--- config.mk ---
export PLATFORM = sky130hd
export DESIGN_NAME = tdm_demux
export DESIGN_NICKNAME = d
export VERILOG_FILES = /design/src/rtl/tdm_demux.sv
export SDC_FILE = /design/constraint.sdc
export NUM_CORES = 1
export LEC_CHECK = 0
export ABC_AREA = 1
export ABC_CLOCK_PERIOD_IN_PS = 900
export CORE_AREA = 2 2 39 41
export CTS_BUF_LIST = sky130_fd_sc_hd__clkbuf_8
export DETAILED_ROUTE_END_ITERATION = 10
export DIE_AREA = 0 0 41 43
export GPL_TIMING_DRIVEN = 0
export SYNTH_ARGS = -nofsm -noshare
export SYNTH_HDL_FRONTEND = slang
export SYNTH_SLANG_ARGS = --single-unit
--- constraint.sdc ---
create_clock -name clk -period 0.9 [get_ports clk]
set_input_delay 0.135 -clock clk [delete_from_list [all_inputs] [get_ports clk]]
set_output_delay 0.135 -clock clk [all_outputs]
set_load 0.02 [all_outputs]
--- src/rtl/tdm_demux.sv ---
// tdm_demux: receive side of a time-division-multiplexed link.
// One shared data line plus a frame-sync marker is split back into
// CHANNELS registered outputs. A two-state lock FSM (HUNT/LOCKED) and a
// round-robin slot counter track frame position; a sync marker seen away
// from slot 0 while locked raises sync_err and realigns to the new frame.
//
// Optional build macro TDM_DEMUX_FRAME_LATCH_EN: beats collect in shadow
// registers and the whole frame is released to dout together on the
// last-slot write. Without it every beat updates its own dout slice.
//
// Handshake: din is consumed on every rising edge where din_valid=1; there
// is no back-pressure. dout_valid[k] is a one-cycle strobe marking the cycle
// in which dout slice k was (re)written; slices otherwise hold their value.
module tdm_demux #(
  parameter int WIDTH    = 1,
  parameter int CHANNELS = 2,
  parameter int SEL_W    = $clog2(CHANNELS)
) (
  input  logic                      clk,
  input  logic                      rst,
  input  logic [WIDTH-1:0]          din,
  input  logic                      din_valid,
  input  logic                      frame_sync,
  output logic [CHANNELS*WIDTH-1:0] dout,
  output logic [CHANNELS-1:0]       dout_valid,
  output logic                      frame_done,
  output logic [SEL_W-1:0]          slot,
  output logic                      locked,
  output logic                      sync_err
);

  typedef enum logic {
    HUNT   = 1'b0,
    LOCKED = 1'b1
  } state_e;

  // Slot index of the last channel; the counter wraps here explicitly so
  // non-power-of-two channel counts never visit unused codes.
  localparam logic [SEL_W-1:0] LAST_SLOT = SEL_W'(CHANNELS - 1);

  state_e                      state_q, state_d;
  logic [SEL_W-1:0]            slot_q, slot_d;
  logic [CHANNELS*WIDTH-1:0]   dout_q, dout_d;
  logic [CHANNELS-1:0]         dv_q, dv_d;
  logic                        fd_q, fd_d;
  logic                        se_q, se_d;

  // Beat-level write request decoded from the FSM.
  logic                        wr_en;
  logic [SEL_W-1:0]            wr_idx;

`ifdef TDM_DEMUX_FRAME_LATCH_EN
  logic [CHANNELS-1:0][WIDTH-1:0] shadow_q, shadow_d;
`endif

  // Lock FSM: decide whether this beat is written and into which slot.
  always_comb begin
    state_d = state_q;
    se_d    = 1'b0;
    wr_en   = 1'b0;
    wr_idx  = '0;
    if (din_valid) begin
      case (state_q)
        HUNT: begin
          // Only a sync beat can start a frame; anything else is dropped.
          if (frame_sync) begin
            wr_en   = 1'b1;
            wr_idx  = '0;
            state_d = LOCKED;
          end
        end
        LOCKED: begin
          wr_en = 1'b1;
          if (frame_sync && (slot_q != '0)) begin
            // Sync arrived early: abandon the partial frame, restart at 0.
            se_d   = 1'b1;
            wr_idx = '0;
          end else begin
            wr_idx = slot_q;
          end
        end
        default: begin
          state_d = HUNT;
        end
      endcase
    end
  end

  // Datapath: advance the slot counter and route the beat to its channel.
  always_comb begin
    slot_d = slot_q;
    dout_d = dout_q;
    dv_d   = '0;
    fd_d   = 1'b0;
`ifdef TDM_DEMUX_FRAME_LATCH_EN
    shadow_d = shadow_q;
`endif
    if (wr_en) begin
      slot_d = (wr_idx == LAST_SLOT) ? '0 : wr_idx + SEL_W'(1);
`ifdef TDM_DEMUX_FRAME_LATCH_EN
      for (int k = 0; k < CHANNELS; k++) begin
        if (wr_idx == SEL_W'(k)) begin
          shadow_d[k] = din;
        end
      end
      // Last slot completes the frame: publish every channel at once.
      // The last beat bypasses the shadow so it lands in the same cycle.
      if (wr_idx == LAST_SLOT) begin
        for (int k = 0; k < CHANNELS; k++) begin
          if (k == CHANNELS - 1) begin
            dout_d[k*WIDTH +: WIDTH] = din;
          end else begin
            dout_d[k*WIDTH +: WIDTH] = shadow_q[k];
          end
        end
        dv_d = '1;
        fd_d = 1'b1;
      end
`else
      for (int k = 0; k < CHANNELS; k++) begin
        if (wr_idx == SEL_W'(k)) begin
          dout_d[k*WIDTH +: WIDTH] = din;
          dv_d[k]                  = 1'b1;
        end
      end
      fd_d = (wr_idx == LAST_SLOT);
`endif
    end
  end

  // State and output registers; reset clears everything immediately.
  always_ff @(posedge clk or posedge rst) begin
    if (rst) begin
      state_q <= HUNT;
      slot_q  <= '0;
      dout_q  <= '0;
      dv_q    <= '0;
      fd_q    <= 1'b0;
      se_q    <= 1'b0;
    end else begin
      state_q <= state_d;
      slot_q  <= slot_d;
      dout_q  <= dout_d;
      dv_q    <= dv_d;
      fd_q    <= fd_d;
      se_q    <= se_d;
    end
  end

`ifdef TDM_DEMUX_FRAME_LATCH_EN
  // Shadow frame buffer; stale entries are always overwritten before the
  // next publish because slots are written strictly in order.
  always_ff @(posedge clk or posedge rst) begin
    if (rst) begin
      shadow_q <= '0;
    end else begin
      shadow_q <= shadow_d;
    end
  end
`endif

  assign dout       = dout_q;
  assign dout_valid = dv_q;
  assign frame_done = fd_q;
  assign slot       = slot_q;
  assign locked     = (state_q == LOCKED);
  assign sync_err   = se_q;

endmodule

==> results of run 1 <==
## cells by family after synthesis
family	synth area share [%]
simple gates	21.0
compound gates	3.74
flops	65.4
buf+inv	9.81
## cells in the final DEF, fill, tap and decap left out
master           n
nand2_1          5
clkdlybuf4s50_1  2
nand2_2          4
clkbuf_8         3
buf_2            3
nor2_2           1
dlymetal6s2s_1   2
dfrtp_2          1
o21ai_0          1
dfrtp_1          6
nor3_1           1
buf_6            6
inv_1            6
nand2_4          1
nand3_1          1
o21ai_1          1
## through the flow
| step | utilization, % | hold WS, ps |
|---|---|---|
| floorplan | - | -61.7 |
| global placement | 29.7 | 381 |
| detailed placement | 29.7 | 390 |
| CTS | 31.8 | 148 |
| global route | 33.9 | 176 |
| finish | 33.9 | 139 |
## worst paths after layout
path,end,cells after the start,start
hold reg to reg,dout[0]$_DFFE_PP0P_,2,dout[0]$_DFFE_PP0P_
max in group asynchronous,locked$_DFFE_PP0P_,2,rst
min in group clk,locked$_DFFE_PP0P_,3,frame_sync
setup reg to reg,dout[1]$_DFFE_PP0P_,3,slot$_DFFE_PP0P_
setup / recovery,dout_valid[1],2,dout_valid[1]$_DFF_PP0_
hold / removal,dout_valid[1]$_DFF_PP0_,2,rst
## power by group through the flow
stage	clock network (mW)	logic, mW	registers (mW)
floorplan	0	0.0512	0.410
global placement	0	0.191	0.369
detailed placement	0	0.193	0.368
CTS	0.444	0.174	0.364
global route	0.468	0.210	0.371
finish	0.429	0.195	0.369
## worst max-delay path, cell delays in order (launching register included)
cell and delay [ps]:
dfrtp_1 380, buf_6 120, buf_6 120
## registers in the layout, summed over array words and instances, names as in the netlist
| name | cells |
|---|---|
| dout_valid | 2 |
| slot | 1 |
| dout | 2 |
| sync_err | 1 |
| locked | 1 |
## synthesized netlist by cell type
master and number:
nor3_1 1, buf_4 1, nand2_1 9, inv_1 5
dfrtp_1 7, o21ai_0 2, nand3_1 1, nor2_2 1
nand2_2 1
## area by class of cell
| cell class | count | area (um2) | area share, % |
|---|---|---|---|
| sequential | 7 | 176 | 37.6 |
| timing repair buffer | 12 | 116 | 24.8 |
| multi-input combinational | 15 | 81.3 | 17.3 |
| clock buffer | 3 | 41.3 | 8.80 |
| tap | 16 | 20.0 | 4.27 |
| inverter | 5 | 18.8 | 4.00 |
| buffer | 1 | 11.3 | 2.40 |
| clock inverter | 1 | 3.75 | 0.800 |
## layer usage
metal	routed length, um	up-vias	GRT usage, %
met4	35	0	12.0
met2	231	11	8.75
li1	-	113	-
met5	0	-	0
met1	184	104	6.91
met3	77	4	9.42
## what timing repair did
action	CTS	global route
hold buffers	0	0
gates resized for setup	40	10
endpoints found under the hold margin	0	0
setup endpoints to repair	10	8
==> qor.yml, run 1 <==
run_status:
  status: "finished with violations"
  failed_checks: "negative setup slack"
finish:
  final_nets: 50
  area_growth_syn_to_layout_pct: 75.2
  design_area_um2: 469
  layout-drive-gt1-share_pct: 43.2
  stdcell_count: 60
  diodes: 0
  fillerInstances: 150
cts:
  clk_latency_ps: 230
  cts_root_buffer: "clkbuf_8"
  clk_pin_slew_ps: 40
  cts_buffers: 3
  cts-htree-levels: 1
  cts_buffer_depth: 2
  cts_tree: "done"
  cts_setup_buffers: 0
  clock-sinks: 7
die:
  num_rows: 14
  die_x_um: 41
  io_pins: 13
  die_area_mm2: 0.00176
  initial_core_util_pct: 19.3
  coreArea_mm2: 0.00138
  die_y_um: 43
sta:
  setup_tns_ps: -115
  slew_headroom_pct: 82.7
  worst_pin_slew_ps: 259
  setup_violations: 4
  rsz0062_at_grt: "yes"
  clock_skew_ps: 3.28
  fin_ws_ps: -76.3
  period_share_pct: 108
  max_freq_mhz: 1020
  min_period_ps: 976
  hold_viol_final: 0
  drv_slew: 0
power:
  switching_share_pct: 26.0
  powerDensity_mw_per_mm2: 2120
  internal_power_mw: 0.734
  total_power_mw: 0.993
  p_leak_nw: 0.265
  seqPwrFrac_pct: 37.1
  power_frac_comb_pct: 19.7
  switching_power_mw: 0.258
  ir_drop_v: 0.00103
  clockPowerShare_pct: 43.2
detailed_routing:
  drt_iter0_drc: 2
  wirelength_um: 529
  first_pass_iters: 2
  num_vias: 232
  vias_per_cell: 3.87
  remaining_drc_errors: 0
  ant_nets: 0
  wl_per_cell_um: 8.82
grt:
  antenna_found_initial: 0
  grt_pass1_wl_um: 779
  overflow: 0
  grt_pass1_vias: 190
  grt_max_degree: 8
  track_usage_pct: 8.59
logic_synthesis:
  ys_types: 9
  ys_top_cells_by_area: "dfrtp_1 65%, nand2_1 13%, inv_1 7.0%"
  synth_warnings: 0
  ys_seq_area_share_pct: 65.4
  synth_nets: 33
  ys_seq_elements: 7
  synth_largest_area_cell: "dfrtp_1"
  synth_area_um2: 268
  syn_inst: 28
  syn_avg_cell_area_um2: 9.56
  synth_top_area_share_pct: 65.4
job:
  maxCapViolCount: 0
setup_path:
  end_kind: "primary output"
  worstPathRequired_ps: 760
  arrival_ps: 840
  crit_fanout: 2
  cp-start-kind: "register"
  path_class: "register to primary output"
  reg2reg_setup_slack_ps: 60
placement:
  dpl_worst_slack_ps: -240
  dpl.cell_count: 56
  postPlaceCellArea_um2: 412
  port_buffers: 12
  gp_congestion: 0.745
min_path:
  min_path_type: "input port to async pin"
No activity file was read; power rests on OpenSTA's default activity.
==> run 2, diff against run 1 <==
- ABC_CLOCK_PERIOD_IN_PS: 900 -> 1000
- CAP_MARGIN: default -> 20
- clock period: 0.9 -> 1 ns (I/O delays scaled with it)
==> run 2 against run 1 <==
Largest power group unchanged; the run now ends clean; die area unchanged; register-to-register slack gained 40 ps; flip-flop and latch count unchanged; sequential power fell by 11%; clock-buffer cell count unchanged; non-clock buffer count unchanged; routed wire length decreased by 1.9%.
==> qor.yml, run 2 (synthesized netlist as in run 1, its figures left out) <==
grt:
  grt_max_degree: 8  # unchanged
  antenna_found_initial: 0  # unchanged
  grt_pass1_vias: 207  # +8.9%
  grt_pass1_wl_um: 807  # +3.6%
  track_usage_pct: 8.49  # -0.10 points
  overflow: 0  # unchanged
power:
  p_leak_nw: 0.236  # -11%
  ir_drop_v: 0.000764  # -26%
  total_power_mw: 0.856  # -14%
  powerDensity_mw_per_mm2: 2010  # -4.8%
setup_path:
  path_class: "register to primary output"
  rr_endpoint: "slot$_DFFE_PP0P_"
  reg2reg_setup_slack_ps: 100  # +40 ps
  cp-start-kind: "register"
  end_kind: "primary output"
  crit_start: "dout_valid[1]$_DFF_PP0_"
  crit_fanout: 2  # unchanged
  worstPathRequired_ps: 850  # +90 ps
  rr_worst_depth: 4  # +1
  r2r_start: "locked$_DFFE_PP0P_"
  arrival_ps: 840  # about the same
min_path:
  min_path_type: "input port to async pin"
cts:
  clock-sinks: 7  # unchanged
  clk_pin_slew_ps: 40  # about the same
  postCtsHoldBufs: 0  # unchanged
  cts_tree: "done"
  cts-htree-levels: 1  # unchanged
  cts_root_buffer: "clkbuf_8"
  cts_buffers: 3  # unchanged
  clk_latency_ps: 230  # about the same
  cts_setup_buffers: 0  # unchanged
  cts_buffer_depth: 2  # unchanged
sta:
  rsz0062_at_grt: "yes"
  slew_headroom_pct: 82.4  # -0.35 points
  clock_skew_ps: 2.70  # -0.582 ps
  min_period_ps: 990
  drv_slew: 0  # unchanged
  worst_pin_slew_ps: 264  # +5.17 ps
  period_share_pct: 99.0
  fin_ws_ps: 9.68  # +85.9 ps
  hold_viol_final: 0  # unchanged
  whs_ps: 154  # +15.5 ps
  setup_violations: 0  # -4
  max_freq_mhz: 1010
placement:
  dpl_worst_slack_ps: -156  # +83.9 ps
  port_buffers: 12  # unchanged
  hpwlAfterDp_um: 385
  gp_congestion: 0.738  # -1.0%
  postPlaceCellArea_um2: 408  # -0.91%
  dpl.cell_count: 56  # unchanged
job:
  maxCapViolCount: 0  # unchanged
finish:
  layout-drive-gt1-share_pct: 34.1  # -9.1 points
  final_cell_mix: "8 x nand2_1, 7 x dfrtp_1, 7 x buf_2"
  stdcell_count: 60  # unchanged
  design_area_um2: 425  # -9.3%
  fillerInstances: 161  # +7.3%
  area_growth_syn_to_layout_pct: 58.9
  diodes: 0  # unchanged
  final_common_cell: "nand2_1"
  final_nets: 50  # unchanged
detailed_routing:
  wirelength_um: 519  # -1.9%
  drt_iter0_drc: 5  # +3
  num_vias: 227  # -2.2%
  vias_per_cell: 3.78  # -2.2%
  wl_per_cell_um: 8.65  # -1.9%
  remaining_drc_errors: 0  # unchanged
  first_pass_iters: 2  # unchanged
  ant_nets: 0  # unchanged
run_status:
  status: "completed"
die:
  die_x_um: 41  # unchanged
  coreArea_mm2: 0.00138  # unchanged
  io_pins: 13  # unchanged
  die_y_um: 43  # unchanged
  die_area_mm2: 0.00176  # unchanged
  num_rows: 14  # unchanged
  initial_core_util_pct: 19.3  # unchanged
[run 2: cell types whose count changed in the layout (fill, tap and decap cells not counted), sizes merged]
cell	delta
dlymetal6s2s	-2
clkdlybuf4s50	+2
[run 2: worst max-delay path by stage]
stage                                      to  slack (ps)  cells after the start
after floorplan           dout[0]$_DFFE_PP0P_          60                      5
after global placement          dout_valid[1]        -150                      2
after detailed placement        dout_valid[1]        -160                      2
after CTS                       dout_valid[1]         -20                      2
after global routing            dout_valid[1]         -20                      2
final                           dout_valid[1]          10                      2
[run 2: power breakdown]
part / total, mW / switching, mW / internal [mW] / leakage, nW
combinational: 0.146 / 0.0893 / 0.0570 / 0.126
sequential: 0.328 / 0.0138 / 0.314 / 0.0834
clock: 0.383 / 0.118 / 0.265 / 0.0269
[run 2: what timing repair did]
action / in CTS / in global routing
cloned: 0 / 0
gates resized for setup: 29 / 7
endpoints found under the setup margin: 8 / 6
[run 2: cell type report]
class                      instances  area, um2  share of cell area, %
buffer                             1       11.3                   2.65
clock buffer                       3       41.3                   9.71
clock inverter                     1       3.75                  0.882
inverter                           5       18.8                   4.41
multi-input combinational         15       68.8                   16.2
sequential                         7        175                   41.2
tap                               16       20.0                   4.71
timing repair buffer              12       86.3                   20.3
[run 2: critical path, stage by stage (launching register included)]
cell and delay [ps]:
dfrtp_1 380, buf_6 120, buf_6 120
[run 2: metal layers]
layer,part of all wire (%),track usage [%],vias to the layer above
li1,-,-,115
met1,35,6.91,96
met2,45,9.38,11
met3,15,9.42,5
met4,4.4,10.0,0
met5,0,0,-
[run 2: per-stage QoR]
stage / utilization, % / TNS (ps)
2_1_floorplan: - / 0
3_3_place_gp: 29.5 / -1070
3_5_place_dp: 29.5 / -1120
4_1_cts: 31.2 / -21.1
5_1_grt: 30.7 / -15.8
6_report: 30.7 / 0
==> run 3, diff against run 2 <==
- ABC_CLOCK_PERIOD_IN_PS: 1000 -> default
==> results of run 3 <==
No change in the layout: final DEF, timing and power equal those of run 2.
